--- src/rtl/framebuffer_readback_tx_pkg.sv ---
// readback_pkg: shared FSM encoding and UART framing constants for the framebuffer readback path.
// Optional feature macro: READBACK_HEADER_EN (adds the HDR state). Rev 1.0
`default_nettype none

package readback_pkg;

  localparam logic [7:0] READBACK_SYNC_BYTE = 8'hA5;
  localparam int         UART_FRAME_BITS    = 10;

  typedef enum logic [2:0] {
    ST_IDLE   = 3'd0,
`ifdef READBACK_HEADER_EN
    ST_HDR    = 3'd1,
`endif
    ST_FETCH  = 3'd2,
    ST_SEND   = 3'd3,
    ST_FINISH = 3'd4
  } state_t;

endpackage

`default_nettype wire

--- src/rtl/framebuffer_readback_tx_uart.sv ---
// readback_uart_tx: 8N1 serialiser; ready rises in the last stop-bit cycle so frames chain gaplessly.
// Rev 1.0
`default_nettype none

module readback_uart_tx
  import readback_pkg::*;
#(
  parameter int TICKS_PER_BIT = 9
) (
  input  logic       clk_in,
  input  logic       rstb,
  input  logic       load,
  input  logic [7:0] data,
  output logic       ready,
  output logic       tx_out
);

  localparam int                TICK_W    = $clog2(TICKS_PER_BIT);
  localparam logic [TICK_W-1:0] TICK_LAST = TICK_W'(TICKS_PER_BIT - 1);
  localparam logic [3:0]        BIT_LAST  = 4'(UART_FRAME_BITS - 1);

  logic [TICK_W-1:0]          tick;
  logic [3:0]                 bit_idx;
  logic [UART_FRAME_BITS-1:0] shreg;
  logic                       active;

  // The line is shreg[0]; idle shifter is all ones so the line rests high.
  assign tx_out = shreg[0];
  assign ready  = !active || ((tick == TICK_LAST) && (bit_idx == BIT_LAST));

  always_ff @(posedge clk_in or negedge rstb) begin
    if (!rstb) begin
      shreg   <= '1;
      tick    <= '0;
      bit_idx <= '0;
      active  <= 1'b0;
    end else if (load && ready) begin
      shreg   <= {1'b1, data, 1'b0};
      tick    <= '0;
      bit_idx <= '0;
      active  <= 1'b1;
    end else if (active) begin
      if (tick == TICK_LAST) begin
        tick <= '0;
        if (bit_idx == BIT_LAST) begin
          active <= 1'b0;
        end else begin
          bit_idx <= bit_idx + 4'd1;
          shreg   <= {1'b1, shreg[UART_FRAME_BITS-1:1]};
        end
      end else begin
        tick <= tick + 1'b1;
      end
    end
  end

endmodule

`default_nettype wire

--- src/rtl/framebuffer_readback_tx.sv ---
// framebuffer_readback_tx: streams a RAM byte range out over UART 8N1, sharing RAM port A by req/gnt.
// Optional feature macro: READBACK_HEADER_EN (3-byte sync/length header per dump). Rev 1.0
`default_nettype none

module framebuffer_readback_tx
  import readback_pkg::*;
#(
  parameter  int PIXEL_WIDTH     = 64,
  parameter  int PIXEL_HEIGHT    = 32,
  parameter  int BYTES_PER_PIXEL = 2,
  parameter  int TICKS_PER_BIT   = 9,
  localparam int ADDR_W          = $clog2(PIXEL_WIDTH * PIXEL_HEIGHT * BYTES_PER_PIXEL)
) (
  input  logic              clk_in,
  input  logic              rstb,
  input  logic              start,
  input  logic [ADDR_W-1:0] start_addr,
  input  logic [ADDR_W:0]   length,
  output logic              ram_req,
  input  logic              ram_gnt,
  output logic [ADDR_W-1:0] ram_address,
  output logic              ram_clk_enable,
  input  logic [7:0]        ram_data_in,
  output logic              tx_out,
  output logic              busy,
  output logic              done
);

  localparam logic [ADDR_W:0] CNT_ONE = (ADDR_W+1)'(1);

  state_t          state;
  logic [ADDR_W:0] fetch_cnt;
  logic [ADDR_W:0] send_cnt;
  logic            rd_inflight;
  logic            hold_valid;
  logic [7:0]      hold;
  logic [7:0]      byte_data;
  logic [7:0]      uart_data;
  logic            byte_avail;
  logic            load_ram;
  logic            load_hdr;
  logic            uart_load;
  logic            uart_ready;

  // One byte may be in flight or held at a time; a read is only issued into an empty slot.
  assign ram_clk_enable = ram_req && ram_gnt && !hold_valid && !rd_inflight;
  assign byte_avail     = hold_valid || rd_inflight;
  assign byte_data      = hold_valid ? hold : ram_data_in;
  assign load_ram       = ((state == ST_FETCH) || (state == ST_SEND)) && uart_ready
                          && byte_avail && (send_cnt != '0);
  assign uart_load      = load_ram || load_hdr;

`ifdef READBACK_HEADER_EN
  logic [15:0] hdr_len;
  logic [1:0]  hdr_idx;

  assign load_hdr = ((state == ST_HDR) && uart_ready)
                    || ((state == ST_IDLE) && start && (length != '0));

  always_comb begin
    uart_data = byte_data;
    if (!load_ram) begin
      if (state == ST_HDR) uart_data = (hdr_idx == 2'd1) ? hdr_len[15:8] : hdr_len[7:0];
      else                 uart_data = READBACK_SYNC_BYTE;
    end
  end
`else
  assign load_hdr  = 1'b0;
  assign uart_data = byte_data;
`endif

  always_ff @(posedge clk_in or negedge rstb) begin
    if (!rstb) begin
      state       <= ST_IDLE;
      busy        <= 1'b0;
      done        <= 1'b0;
      ram_req     <= 1'b0;
      ram_address <= '0;
      fetch_cnt   <= '0;
      send_cnt    <= '0;
      rd_inflight <= 1'b0;
      hold_valid  <= 1'b0;
      hold        <= '0;
`ifdef READBACK_HEADER_EN
      hdr_len     <= '0;
      hdr_idx     <= '0;
`endif
    end else begin
      done        <= 1'b0;
      rd_inflight <= ram_clk_enable;
      if (ram_clk_enable) begin
        ram_address <= ram_address + 1'b1;
        fetch_cnt   <= fetch_cnt - 1'b1;
        if (fetch_cnt == CNT_ONE) ram_req <= 1'b0;
      end
      // Returning data bypasses the holding register when the shifter can take it at once.
      if (load_ram) begin
        send_cnt   <= send_cnt - 1'b1;
        hold_valid <= 1'b0;
      end else if (rd_inflight) begin
        hold       <= ram_data_in;
        hold_valid <= 1'b1;
      end

      case (state)
        ST_IDLE: begin
          if (start) begin
            if (length == '0) begin
              done <= 1'b1;
            end else begin
              busy        <= 1'b1;
              ram_req     <= 1'b1;
              ram_address <= start_addr;
              fetch_cnt   <= length;
              send_cnt    <= length;
`ifdef READBACK_HEADER_EN
              hdr_len     <= 16'(length);
              hdr_idx     <= 2'd1;
              state       <= ST_HDR;
`else
              state       <= ST_FETCH;
`endif
            end
          end
        end
`ifdef READBACK_HEADER_EN
        ST_HDR: begin
          if (uart_ready) begin
            if (hdr_idx == 2'd2) state <= ST_SEND;
            else                 hdr_idx <= hdr_idx + 2'd1;
          end
        end
`endif
        ST_FETCH: begin
          if (load_ram) state <= ST_SEND;
        end
        ST_SEND: begin
          if ((send_cnt == '0) && uart_ready) begin
            state <= ST_FINISH;
            done  <= 1'b1;
            busy  <= 1'b0;
          end
        end
        ST_FINISH: state <= ST_IDLE;
        default:   state <= ST_IDLE;
      endcase
    end
  end

  readback_uart_tx #(
    .TICKS_PER_BIT(TICKS_PER_BIT)
  ) u_uart (
    .clk_in (clk_in),
    .rstb   (rstb),
    .load   (uart_load),
    .data   (uart_data),
    .ready  (uart_ready),
    .tx_out (tx_out)
  );

endmodule

`default_nettype wire

--- config.mk ---
export PLATFORM = sky130hd
export DESIGN_NAME = framebuffer_readback_tx
export DESIGN_NICKNAME = d
export VERILOG_FILES = /design/src/rtl/framebuffer_readback_tx_pkg.sv /design/src/rtl/framebuffer_readback_tx_uart.sv /design/src/rtl/framebuffer_readback_tx.sv
export SDC_FILE = /design/constraint.sdc
export NUM_CORES = 1
export LEC_CHECK = 0
export CAP_MARGIN = 20
export CORE_MARGIN = 4
export CORE_UTILIZATION = 50
export CTS_CLUSTER_DIAMETER = 50
export DETAILED_ROUTE_END_ITERATION = 10
export PLACE_DENSITY = 0.77
export SETUP_SLACK_MARGIN = 0.3
export SKIP_CTS_REPAIR_TIMING = 1
export SLEW_MARGIN = 0
export SYNTH_ARGS = -nofsm -noshare
export SYNTH_HDL_FRONTEND = slang
export SYNTH_HIERARCHICAL = 1
export SYNTH_SLANG_ARGS = --single-unit
--- constraint.sdc ---
create_clock -name clk_in -period 2.9 [get_ports clk_in]
set_input_delay 0.58 -clock clk_in [delete_from_list [all_inputs] [get_ports clk_in]]
set_output_delay 0.58 -clock clk_in [all_outputs]
set_load 0.01 [all_outputs]
==> out/qor.csv <==
metric;value;unit
status;finished clean;
commonest non-fill, non-tap cell in the layout;dfrtp_1;
Max Cap Violations;0;
clock root buffer;clkbuf_8;
crit path launch type;flop;
Clock Path Buffers;2;
# H-tree levels;3;
Mean Syn Cell Area;9.92;um2
Post-Synth XOR/XNOR Area;4.92;%
static leakage;1.95;nW
Die H;96.5;um
Worst slew margin;51.9;%
Clock Pin Slew Worst Setup and Hold Paths;0.09;ns
Yosys warning count;6;
first-pass GRT wire length;14.5;mm
top cell type's share of synthesized area;40.2;%
gr usage total;19.9;%
CTS tree;built;
Mapped Area;3920;um2
vias in the first global route;3067;
top_reg_cell synth;dfrtp_1;
residual DRC count;0;
FMAX;400;MHz
RSZ-0062 raised after global routing;yes;
I/O pin count;54;
Syn Nets;441;
Seq/Total Area, Yosys;46.3;%
total CTS buffers;9;
Slew Limit Fails;0;
kind of critical path;reg2reg;
die area;9320;um2
CORE AREA;7690;um2
routed len/inst;15.9;um
clk_skew;0.0146;ns
post-synth cell types;54;
via density per instance;5.83;
total grt overflow;0;
largest net degree at the start of global routing;73;
drt first pass iters;5;
Vias;3311;
Worst Path Arrival;2.79;ns
DP HPWL;6.33;mm
ANT cells;0;
Clock Latency Late Sink;0.34;ns
hold_ws;0.254;ns
Worst Path Max Fanout;7;
Finished Layout Cells;568;
post-synthesis adder-cell area fraction;2.87;%
Tightest Pin Transition;0.715;ns
ratio of final minimum period to clock period;86.3;%
RD Place Congestion;0.844;
Iteration-0 DRC Markers;177;
gate count after technology mapping;395;
initial antenna violation count;0;
crit end category;flop;
Area Growth Syn to Fin;25.2;%
synth top area cells;dfrtp_1 40%, dfstp_2 6.0%, mux2_2 5.7%;
Yosys reg bits;72;
row cnt;32;
setup TNS;0;ns
I/O Buffers;53;
clk sink count;72;
share of cells above drive strength 1;17.4;%
Post-synth EDFFs;0;
Final Hold Fails;0;
post-route ant nets;0;
Final Setup Violations;0;
min-delay worst type;in2async;
Final min period;2.50;ns
PwrDens;848;nW/um2
Worst IR Drop VDD;0.383;mV
Initial Util;51.0;%
Synth Area in Compound Gates;12.8;%
Synth async-reset ratio;100;%
multiplexer share of the synthesized area;6.26;%
drt total wl;9.04;mm
Post-layout nets;507;
WP data required;3.19;ns
die width;96.5;um
most frequent cells in the layout;63 x dfrtp_1, 52 x clkdlybuf4s50_1, 31 x nand2_1;
placed cells;548;
Synth Area in Simple Gates;23.0;%
crit path cell chain;inv_1, ha_1, or4b_4, nor4_4, nor2_4, nor4bb_2, a211o_1, buf_4, a22o_1;
biggest area consumer among synthesized cells;dfrtp_1;
main combinational cell family by area after synthesis;simple AND/OR/NAND/NOR gates;
CP max stage delay;0.50;ns
critical path's slowest cell;or4b_4;
cell families after synthesis:
logic type / Yosys count
xor+xnor: 22
fa+ha+maj: 9
simple gates: 155
mux: 22
buf+inv: 38
compound gates: 77
flops: 72
sequential cells by signal, summed over array words and instances (netlist names), 3 cells and up:
signal	flops
u_uart/tick	4
hold	8
u_uart/bit_idx	4
ram_address	12
state	3
send_cnt	13
u_uart/shreg	9
fetch_cnt	13
cell type report:
type                            instances  area [um2]
Fill cell                             604        2780
Multi-Input combinational cell        285        1990
Sequential cell                        72        1810
Timing Repair Buffer                   73         688
Clock buffer                           11         131
Tap cell                              102         128
Clock inverter                          5        81.3
Inverter                               20        75.1
layer usage:
metal,GRT usage (%),share of wire (%)
met5,0,0
met4,6.78,1.3
met3,2.94,5.5
met2,32.5,49
met1,27.1,45
where the power goes:
| part | total, mW | switching (mW) | internal, mW |
|---|---|---|---|
| logic | 1.44 | 0.654 | 0.787 |
| registers | 1.85 | 0.434 | 1.42 |
| clock network | 0.870 | 0.384 | 0.486 |
| total | 4.16 | 1.47 | 2.69 |
cells in the mapped netlist, types with 2 or more instances:
| library cell | n |
|---|---|
| a21oi_1 | 18 |
| nor4_1 | 11 |
| a31oi_1 | 18 |
| a21o_1 | 2 |
| or2_2 | 2 |
| a22oi_1 | 8 |
| nor3b_1 | 2 |
| nand4b_1 | 3 |
| nor2_1 | 17 |
| a22o_1 | 2 |
| or4_1 | 9 |
| o21ai_0 | 14 |
| nand2_1 | 32 |
| o31ai_1 | 6 |
| nand3_1 | 9 |
| dfrtp_1 | 63 |
| nand4_1 | 13 |
| dfstp_2 | 9 |
| clkbuf_1 | 10 |
| buf_2 | 3 |
| or4b_2 | 2 |
| buf_1 | 4 |
| mux2i_1 | 2 |
| mux2_2 | 20 |
| ha_1 | 9 |
| nor3_1 | 28 |
| xnor2_1 | 12 |
| inv_1 | 19 |
| nand2b_1 | 4 |
| or3_1 | 11 |
| xor2_1 | 10 |
final timing paths:
check                           startpoint           endpoint  slack, ns  depth (start not counted)
setup reg to reg               send_cnt[0]  u_uart/bit_idx[1]       0.40                          9
setup / recovery               send_cnt[0]  u_uart/bit_idx[1]       0.40                          9
max in group asynchronous             rstb    u_uart/shreg[2]       2.29                          2
min in group clk_in        u_uart/shreg[1]    u_uart/shreg[1]       0.46                          2
hold / removal                        rstb       fetch_cnt[7]       0.25                          2
hold reg to reg            u_uart/shreg[1]    u_uart/shreg[1]       0.46                          2
through the flow:
step	area, um2	util (%)	setup slack (ns)	total power, mW
after floorplan	3940	-	0.338	2.74
after global placement	4650	60.4	0.275	3.19
after detailed placement	4650	60.4	0.231	3.26
after CTS	4860	63.2	0.191	4.14
after global routing	4900	63.8	0.275	4.45
final	4900	63.8	0.398	4.16
critical path: cells and delay by family (launching register included):
| family | cells | cell delay (ns) |
|---|---|---|
| flip-flops | 1 | 0.42 |
| AO/OA/AOI/OAI | 2 | 0.39 |
| AND/OR/NAND/NOR | 4 | 1.18 |
| adder cells (fa/ha/maj) | 1 | 0.17 |
| buffers and inverters | 2 | 0.29 |
Note: power is estimated with default switching activity, not from simulation.
